==> config.mk <==
export PLATFORM = sky130hd
export DESIGN_NAME = multicycle_ctrl
export DESIGN_NICKNAME = d
export VERILOG_FILES = /design/src/rtl/multicycle_ctrl.sv
export SDC_FILE = /design/constraint.sdc
export NUM_CORES = 1
export LEC_CHECK = 0
export ABC_AREA = 1
export CAP_MARGIN = 5
export CELL_PAD_IN_SITES_DETAIL_PLACEMENT = 0
export CELL_PAD_IN_SITES_GLOBAL_PLACEMENT = 1
export CORE_UTILIZATION = 36
export DETAILED_ROUTE_END_ITERATION = 8
export GPL_TIMING_DRIVEN = 1
export PLACE_DENSITY_LB_ADDON = 0.1
export SLEW_MARGIN = 0
export SYNTH_ARGS = -nofsm -noshare
export SYNTH_HDL_FRONTEND = slang
export SYNTH_SLANG_ARGS = --single-unit
==> constraint.sdc <==
create_clock -name clk -period 1.7 [get_ports clk]
set_input_delay 0.34 -clock clk [delete_from_list [all_inputs] [get_ports clk]]
set_output_delay 0.34 -clock clk [all_outputs]
set_load 0.01 [all_outputs]
==> src/rtl/multicycle_ctrl.sv <==
// multicycle_ctrl -- control FSM for a multicycle datapath.
// Sequences FETCH -> DECODE -> EXEC -> (MEM) -> (WB) and drives the datapath
// selects/enables. Memory waits are bounded by a timeout that ends in TRAP.
// Instruction encoding (op = instr[W-1:W-2], func = instr[W-3:W-5]):
//   op 00: func 000 ADD, 001 SUB, 010 AND, 011 OR, 100 SLT (else illegal)
//   op 01: func 000 ADDI, 001 LOAD, 011 STOR, 100 LUI (else illegal)
//   op 10: JAL (any func)    op 11: BEQ (any func)
// Ports:
//   clk, rst            clock, synchronous active-high reset
//   instr_i             instruction word, valid with imem_ack_i
//   imem_ack_i          instruction memory ack
//   dmem_ack_i          data memory ack
//   alu_eq_i            ALU equal flag (BEQ)
//   imem_req_o          instruction fetch request
//   dmem_req_o/_we_o    data memory request / write enable (STOR)
//   ir_load_o           load instruction register
//   pc_write_o, pc_s_o  PC update enable and source (0 INC, 1 ADD)
//   rf_we_o, data_s_o   register write enable and one-hot write-data select
//   alu_func_o          0 NOP,1 ADD,2 SUB,3 AND,4 OR,5 GT,6 ET
//   operand_s_o         0 NOP,1 RY,2 KK,3 SHIFTED
//   trap_o              sticky fault flag
//   retired_o           retired-instruction counter (wraps)
module multicycle_ctrl #(
    parameter int INSTR_W         = 16,
    parameter int TIMEOUT         = 15,
    parameter int TRAP_ON_ILLEGAL = 1,
    parameter int CNT_W           = 32
) (
    input  logic               clk,
    input  logic               rst,
    input  logic [INSTR_W-1:0] instr_i,
    input  logic               imem_ack_i,
    input  logic               dmem_ack_i,
    input  logic               alu_eq_i,
    output logic               imem_req_o,
    output logic               dmem_req_o,
    output logic               dmem_we_o,
    output logic               ir_load_o,
    output logic               pc_write_o,
    output logic               rf_we_o,
    output logic [2:0]         alu_func_o,
    output logic               pc_s_o,
    output logic [1:0]         operand_s_o,
    output logic [3:0]         data_s_o,
    output logic               trap_o,
    output logic [CNT_W-1:0]   retired_o
);
    typedef enum logic [2:0] {FETCH, DECODE, EXEC, MEM, WB, TRAP} state_t;
    typedef enum logic [2:0] {ALU_NOP, ALU_ADD, ALU_SUB, ALU_AND, ALU_OR, ALU_GT, ALU_ET} alu_func_t;
    typedef enum logic [1:0] {OPERAND_NOP, OPERAND_RY, OPERAND_KK, OPERAND_SHIFTED} operand_s_t;
    typedef enum logic {PC_INC, PC_ADD} pc_s_t;
    typedef enum logic [3:0] {DATA_NOP = 4'b0000, DATA_ALU = 4'b0001,
                              DATA_WORD = 4'b0010, DATA_PC = 4'b0100} data_s_t;
    typedef enum logic [2:0] {C_RR, C_ADDI, C_LUI, C_LOAD, C_STOR, C_JAL, C_BEQ, C_ILL} cls_t;

    // Counter only needs to reach TIMEOUT-1: the limit is detected one step early.
    localparam int TO_W = (TIMEOUT > 1) ? $clog2(TIMEOUT) : 1;
    localparam logic [TO_W-1:0] TO_LAST = TO_W'((TIMEOUT > 0) ? TIMEOUT - 1 : 0);

    state_t           state_q, state_d;
    logic [TO_W-1:0]  cnt_q, cnt_d;
    logic [4:0]       ir_q;        // op+func latched on fetch ack
    logic [CNT_W-1:0] retired_q;
    logic             retire;
    logic [1:0]       op;
    logic [2:0]       fn;
    cls_t             cls;
    alu_func_t        ex_alu;
    operand_s_t       ex_opd;
    logic             timed_out;
    logic             unused_instr;

    assign unused_instr = ^instr_i[INSTR_W-6:0];
    assign op = ir_q[4:3];
    assign fn = ir_q[2:0];
    assign timed_out = (TIMEOUT != 0) && (cnt_q == TO_LAST);

    always_comb begin
        cls = C_ILL;
        case (op)
            2'b00: if (fn <= 3'd4) cls = C_RR;
            2'b01: begin
                case (fn)
                    3'd0:    cls = C_ADDI;
                    3'd1:    cls = C_LOAD;
                    3'd3:    cls = C_STOR;
                    3'd4:    cls = C_LUI;
                    default: cls = C_ILL;
                endcase
            end
            2'b10:   cls = C_JAL;
            default: cls = C_BEQ;
        endcase
    end

    // ALU/operand selects chosen in EXEC; MEM and WB keep driving them.
    always_comb begin
        ex_alu = ALU_NOP;
        ex_opd = OPERAND_NOP;
        case (cls)
            C_RR: begin
                ex_opd = OPERAND_RY;
                case (fn)
                    3'd0:    ex_alu = ALU_ADD;
                    3'd1:    ex_alu = ALU_SUB;
                    3'd2:    ex_alu = ALU_AND;
                    3'd3:    ex_alu = ALU_OR;
                    default: ex_alu = ALU_GT;
                endcase
            end
            C_ADDI, C_LOAD, C_STOR: begin
                ex_alu = ALU_ADD;
                ex_opd = OPERAND_KK;
            end
            C_LUI: ex_opd = OPERAND_SHIFTED;
            C_BEQ: begin
                ex_alu = ALU_ET;
                ex_opd = OPERAND_RY;
            end
            default: ;
        endcase
    end

    always_comb begin
        state_d     = state_q;
        cnt_d       = '0;
        retire      = 1'b0;
        imem_req_o  = 1'b0;
        dmem_req_o  = 1'b0;
        dmem_we_o   = 1'b0;
        ir_load_o   = 1'b0;
        pc_write_o  = 1'b0;
        rf_we_o     = 1'b0;
        alu_func_o  = ALU_NOP;
        pc_s_o      = PC_INC;
        operand_s_o = OPERAND_NOP;
        data_s_o    = DATA_NOP;
        trap_o      = 1'b0;
        case (state_q)
            FETCH: begin
                imem_req_o = 1'b1;
                if (imem_ack_i) begin
                    ir_load_o = 1'b1;
                    state_d   = DECODE;
                end else if (timed_out) begin
                    state_d = TRAP;
                end else begin
                    cnt_d = cnt_q + 1'b1;
                end
            end
            DECODE: begin
                if (cls != C_ILL) begin
                    state_d = EXEC;
                end else if (TRAP_ON_ILLEGAL != 0) begin
                    state_d = TRAP;
                end else begin
                    pc_write_o = 1'b1;
                    retire     = 1'b1;
                    state_d    = FETCH;
                end
            end
            // Memory ops issue their request already in EXEC so a zero-wait
            // ack skips MEM entirely; MEM starts its own timeout window.
            EXEC, MEM: begin
                alu_func_o  = ex_alu;
                operand_s_o = ex_opd;
                case (cls)
                    C_LOAD, C_STOR: begin
                        dmem_req_o = 1'b1;
                        dmem_we_o  = (cls == C_STOR);
                        if (dmem_ack_i) begin
                            if (cls == C_LOAD) begin
                                state_d = WB;
                            end else begin
                                pc_write_o = 1'b1;
                                retire     = 1'b1;
                                state_d    = FETCH;
                            end
                        end else if (state_q == EXEC) begin
                            state_d = MEM;
                        end else if (timed_out) begin
                            state_d = TRAP;
                        end else begin
                            cnt_d = cnt_q + 1'b1;
                        end
                    end
                    C_JAL: begin
                        rf_we_o    = 1'b1;
                        data_s_o   = DATA_PC;
                        pc_write_o = 1'b1;
                        pc_s_o     = PC_ADD;
                        retire     = 1'b1;
                        state_d    = FETCH;
                    end
                    C_BEQ: begin
                        pc_write_o = 1'b1;
                        pc_s_o     = alu_eq_i ? PC_ADD : PC_INC;
                        retire     = 1'b1;
                        state_d    = FETCH;
                    end
                    default: state_d = WB;
                endcase
            end
            WB: begin
                alu_func_o  = ex_alu;
                operand_s_o = ex_opd;
                rf_we_o     = 1'b1;
                pc_write_o  = 1'b1;
                data_s_o    = (cls == C_LOAD) ? DATA_WORD : DATA_ALU;
                retire      = 1'b1;
                state_d     = FETCH;
            end
            default: trap_o = 1'b1;
        endcase
    end

    always_ff @(posedge clk) begin
        if (rst) begin
            state_q   <= FETCH;
            cnt_q     <= '0;
            ir_q      <= '0;
            retired_q <= '0;
        end else begin
            state_q <= state_d;
            cnt_q   <= cnt_d;
            if (state_q == FETCH && imem_ack_i) ir_q <= instr_i[INSTR_W-1 -: 5];
            if (retire) retired_q <= retired_q + 1'b1;
        end
    end

    assign retired_o = retired_q;
endmodule

==> out/results.txt <==
run status: finished with violations
failing checks: setup timing
Final Setup Violations: 29
DRT Pass-1 Iters: 4
PwrDens: 886 mW/mm^2
Syn Nets: 501
layout cells sized above 1: 31.7%
vias in the first global route: 3445
CTS tree: built
Setup crit start kind: flip-flop
Worst EP arrival: 1.75 ns
post-synthesis sequential area ratio: 28.0%
final setup TNS: -4.27 ns
# IOs: 70
vias: 3633
net switching fraction of the power: 38.5%
Crit Path Max Fanout: 5
vias per inst: 5.13
Tot Pwr: 4.14 mW
Clock Latency Late Sink: 0.30 ns
FF+latch area: 920 um^2
Starting Density: 37.7%
Distinct cells, synth: 36
top_reg_cell synth: dfxtp_1
placed cell area: 0.00429 mm^2
CTS Hold Buffers Added: 0
Final Hold Fails: 0
R2R cell count: 11
total track usage: 22.2%
placed cells: 691
FFs w/ async S/R, synth: 0%
CTS clock-pin slew for the worst setup and hold paths: 0.10 ns
EDFF count, synth: 0
first-pass GRT wire length: 15.8 mm
Max clock buf depth: 2
Worst R2R End: retired_o[2]$_SDFFE_PP0P_
post-route cell area: 0.00467 mm^2
aggregate global routing overflow: 0
register-to-register setup slack: -0.09 ns
First DRT Iteration DRCs: 180
number of max-cap violations: 0
Hold WS: 0.515 ns
hold path start: retired_o[28]$_SDFFE_PP0P_
CTS buffer count: 5
RSZ-0062 raised after global routing: true
initial antenna violation count: 0
Vert. Die Dim: 95.5 um
sequential power share: 28.8%
Finished Layout Cells: 708
largest net degree at the start of global routing: 32
Area growth, synth to finish: 48.5%
critical path class: reg -> out
site row count: 33
FF-to-FF Start: ir_q[1]$_SDFFE_PP0P_
Min-Delay Endpoint: retired_o[28]$_SDFFE_PP0P_
H-tree level count: 2
fillcell total: 821
Die ar.: 0.00912 mm^2
syn avg cell area: 6.60 um^2
flops & latches, synth: 44
DP Worst Slack: -0.523 ns
clk_skew: 0.0152 ns
cells after synthesis: 477
YS warnings: 0
WL/cell: 14.0 um
DPL Wire Length: 7.27 mm
worst min path class: reg -> reg
Final #Nets: 626
Max IR drop VDD: 0.498 mV
CTS Sinks: 44
Final Wtd Congestion: 0.899
Routed Antenna Nets: 0
Leakage: 2.02 nW
Antenna Cells: 0
hold depth: 2
final core occ: 56.0%
P_int: 2.55 mW
Net Sw Power: 1.59 mW
Slew Limit Fails: 0
multi-input logic area: 0.00212 mm^2
drc violations: 0
Core Footprint: 0.00834 mm^2
CTS Root Cell: clkbuf_8
logic gate share of total power: 49.0%
# port buffers: 57
final worst slack: -0.387 ns
Mapped Area: 0.00315 mm^2
Critical Path RT: 1.36 ns
Die Wd: 95.5 um
Final Cycle Share: 123%
Routed WL: 9.94 mm
Critical Path End Type: primary output
fmax: 0.479 GHz
crit path time final: 2.09 ns
clock share of power: 22.1%
==> power by group through the flow <==
stage	Sequential [mW]	Clock, mW	Combinational [mW]
after floorplan	1.18	0	0.964
after global placement	1.19	0	1.73
after detailed placement	1.19	0	1.73
after CTS	1.18	0.941	1.90
after global routing	1.21	0.986	2.20
final	1.19	0.917	2.03
==> per-layer routing <==
metal  routed length, um  global-route usage [%]  up-vias
met5                   0                       0        -
met4                 265                    8.21        0
met3                 378                    3.03       20
met2                5070                    40.8       93
met1                4220                    25.8     1675
li1                    -                       -     1845
==> synth_stat cells (7+ instances only) <==
library cell | count | share of area (%)
buf_2 | 8 | 1.3
buf_6 | 7 | 2.5
xor2_1 | 18 | 5.0
nand2_2 | 10 | 2.0
nand2_1 | 87 | 10
a21oi_1 | 56 | 8.9
o21ai_0 | 10 | 1.6
inv_1 | 36 | 4.3
nor3_1 | 18 | 2.9
nand4_1 | 8 | 1.6
dfxtp_1 | 44 | 28
nand3_1 | 78 | 12
xnor2_1 | 8 | 2.2
nor2_1 | 45 | 5.4
==> cells in the final DEF, fill, tap and decap left out, types with 15 or more instances in the layout <==
| master | instances |
|---|---|
| nand2_1 | 81 |
| nand3_1 | 74 |
| buf_4 | 73 |
| a21oi_1 | 47 |
| nor2_1 | 44 |
| inv_1 | 34 |
| clkdlybuf4s50_1 | 32 |
| dfxtp_1 | 23 |
| xor2_1 | 18 |
| dfxtp_2 | 16 |
| buf_2 | 15 |
==> cell families (layout without fill, tap and decap cells) <==
kind of cell | after synthesis | in the layout | synth area share [%]
compound gates | 73 | 73 | 12.7
buf+inv | 63 | 189 | 9.62
xor+xnor | 26 | 26 | 7.24
other cells | 1 | 1 | 0.119
flops | 44 | 44 | 28.0
simple gates | 267 | 267 | 41.2
fa+ha+maj | 3 | 3 | 1.19
==> sequential cells by signal, indices dropped and copies added (netlist names) <==
name,cells
cnt_q,4
ir_q,5
retired_o,32
state_q,3
==> worst max-delay path by stage <==
stage,startpoint,endpoint,slack [ns],cells past startpoint
2_1_floorplan,state_q[0]$_SDFFE_PP0P_,ir_load_o,0.04,4
3_3_place_gp,ir_q[1]$_SDFFE_PP0P_,alu_func_o[2],-0.45,10
3_5_place_dp,ir_q[1]$_SDFFE_PP0P_,alu_func_o[2],-0.52,10
4_1_cts,ir_q[1]$_SDFFE_PP0P_,alu_func_o[0],-0.35,9
5_1_grt,ir_q[1]$_SDFFE_PP0P_,alu_func_o[2],-0.48,10
6_report,ir_q[1]$_SDFFE_PP0P_,operand_s_o[1],-0.39,9
==> cell type report <==
type / instances / share of cell area [%]
clock inverters: 1 / 0.642
flip-flops and latches: 44 / 19.7
repair buffers: 140 / 26.0
clock buffers: 7 / 2.06
multi-input cells: 370 / 45.3
well taps: 105 / 2.81
inverters: 41 / 3.51
==> critical path, cell delays in order (launching register included) <==
cell and delay, ns:
dfxtp_4 0.37, inv_6 0.08, nand2_4 0.06, a21oi_4 0.19
nand2_4 0.09, a21oi_4 0.18, buf_6 0.13, a21oi_2 0.06
a21oi_1 0.14, buf_2 0.14
==> timing repair <==
action	CTS	global route
gates cloned	0	1
gates resized for setup	90	61
buffers inserted	7	1
pin swaps	8	11
endpoints found under the setup margin	54	70
No activity file was read; power rests on OpenSTA's default activity.
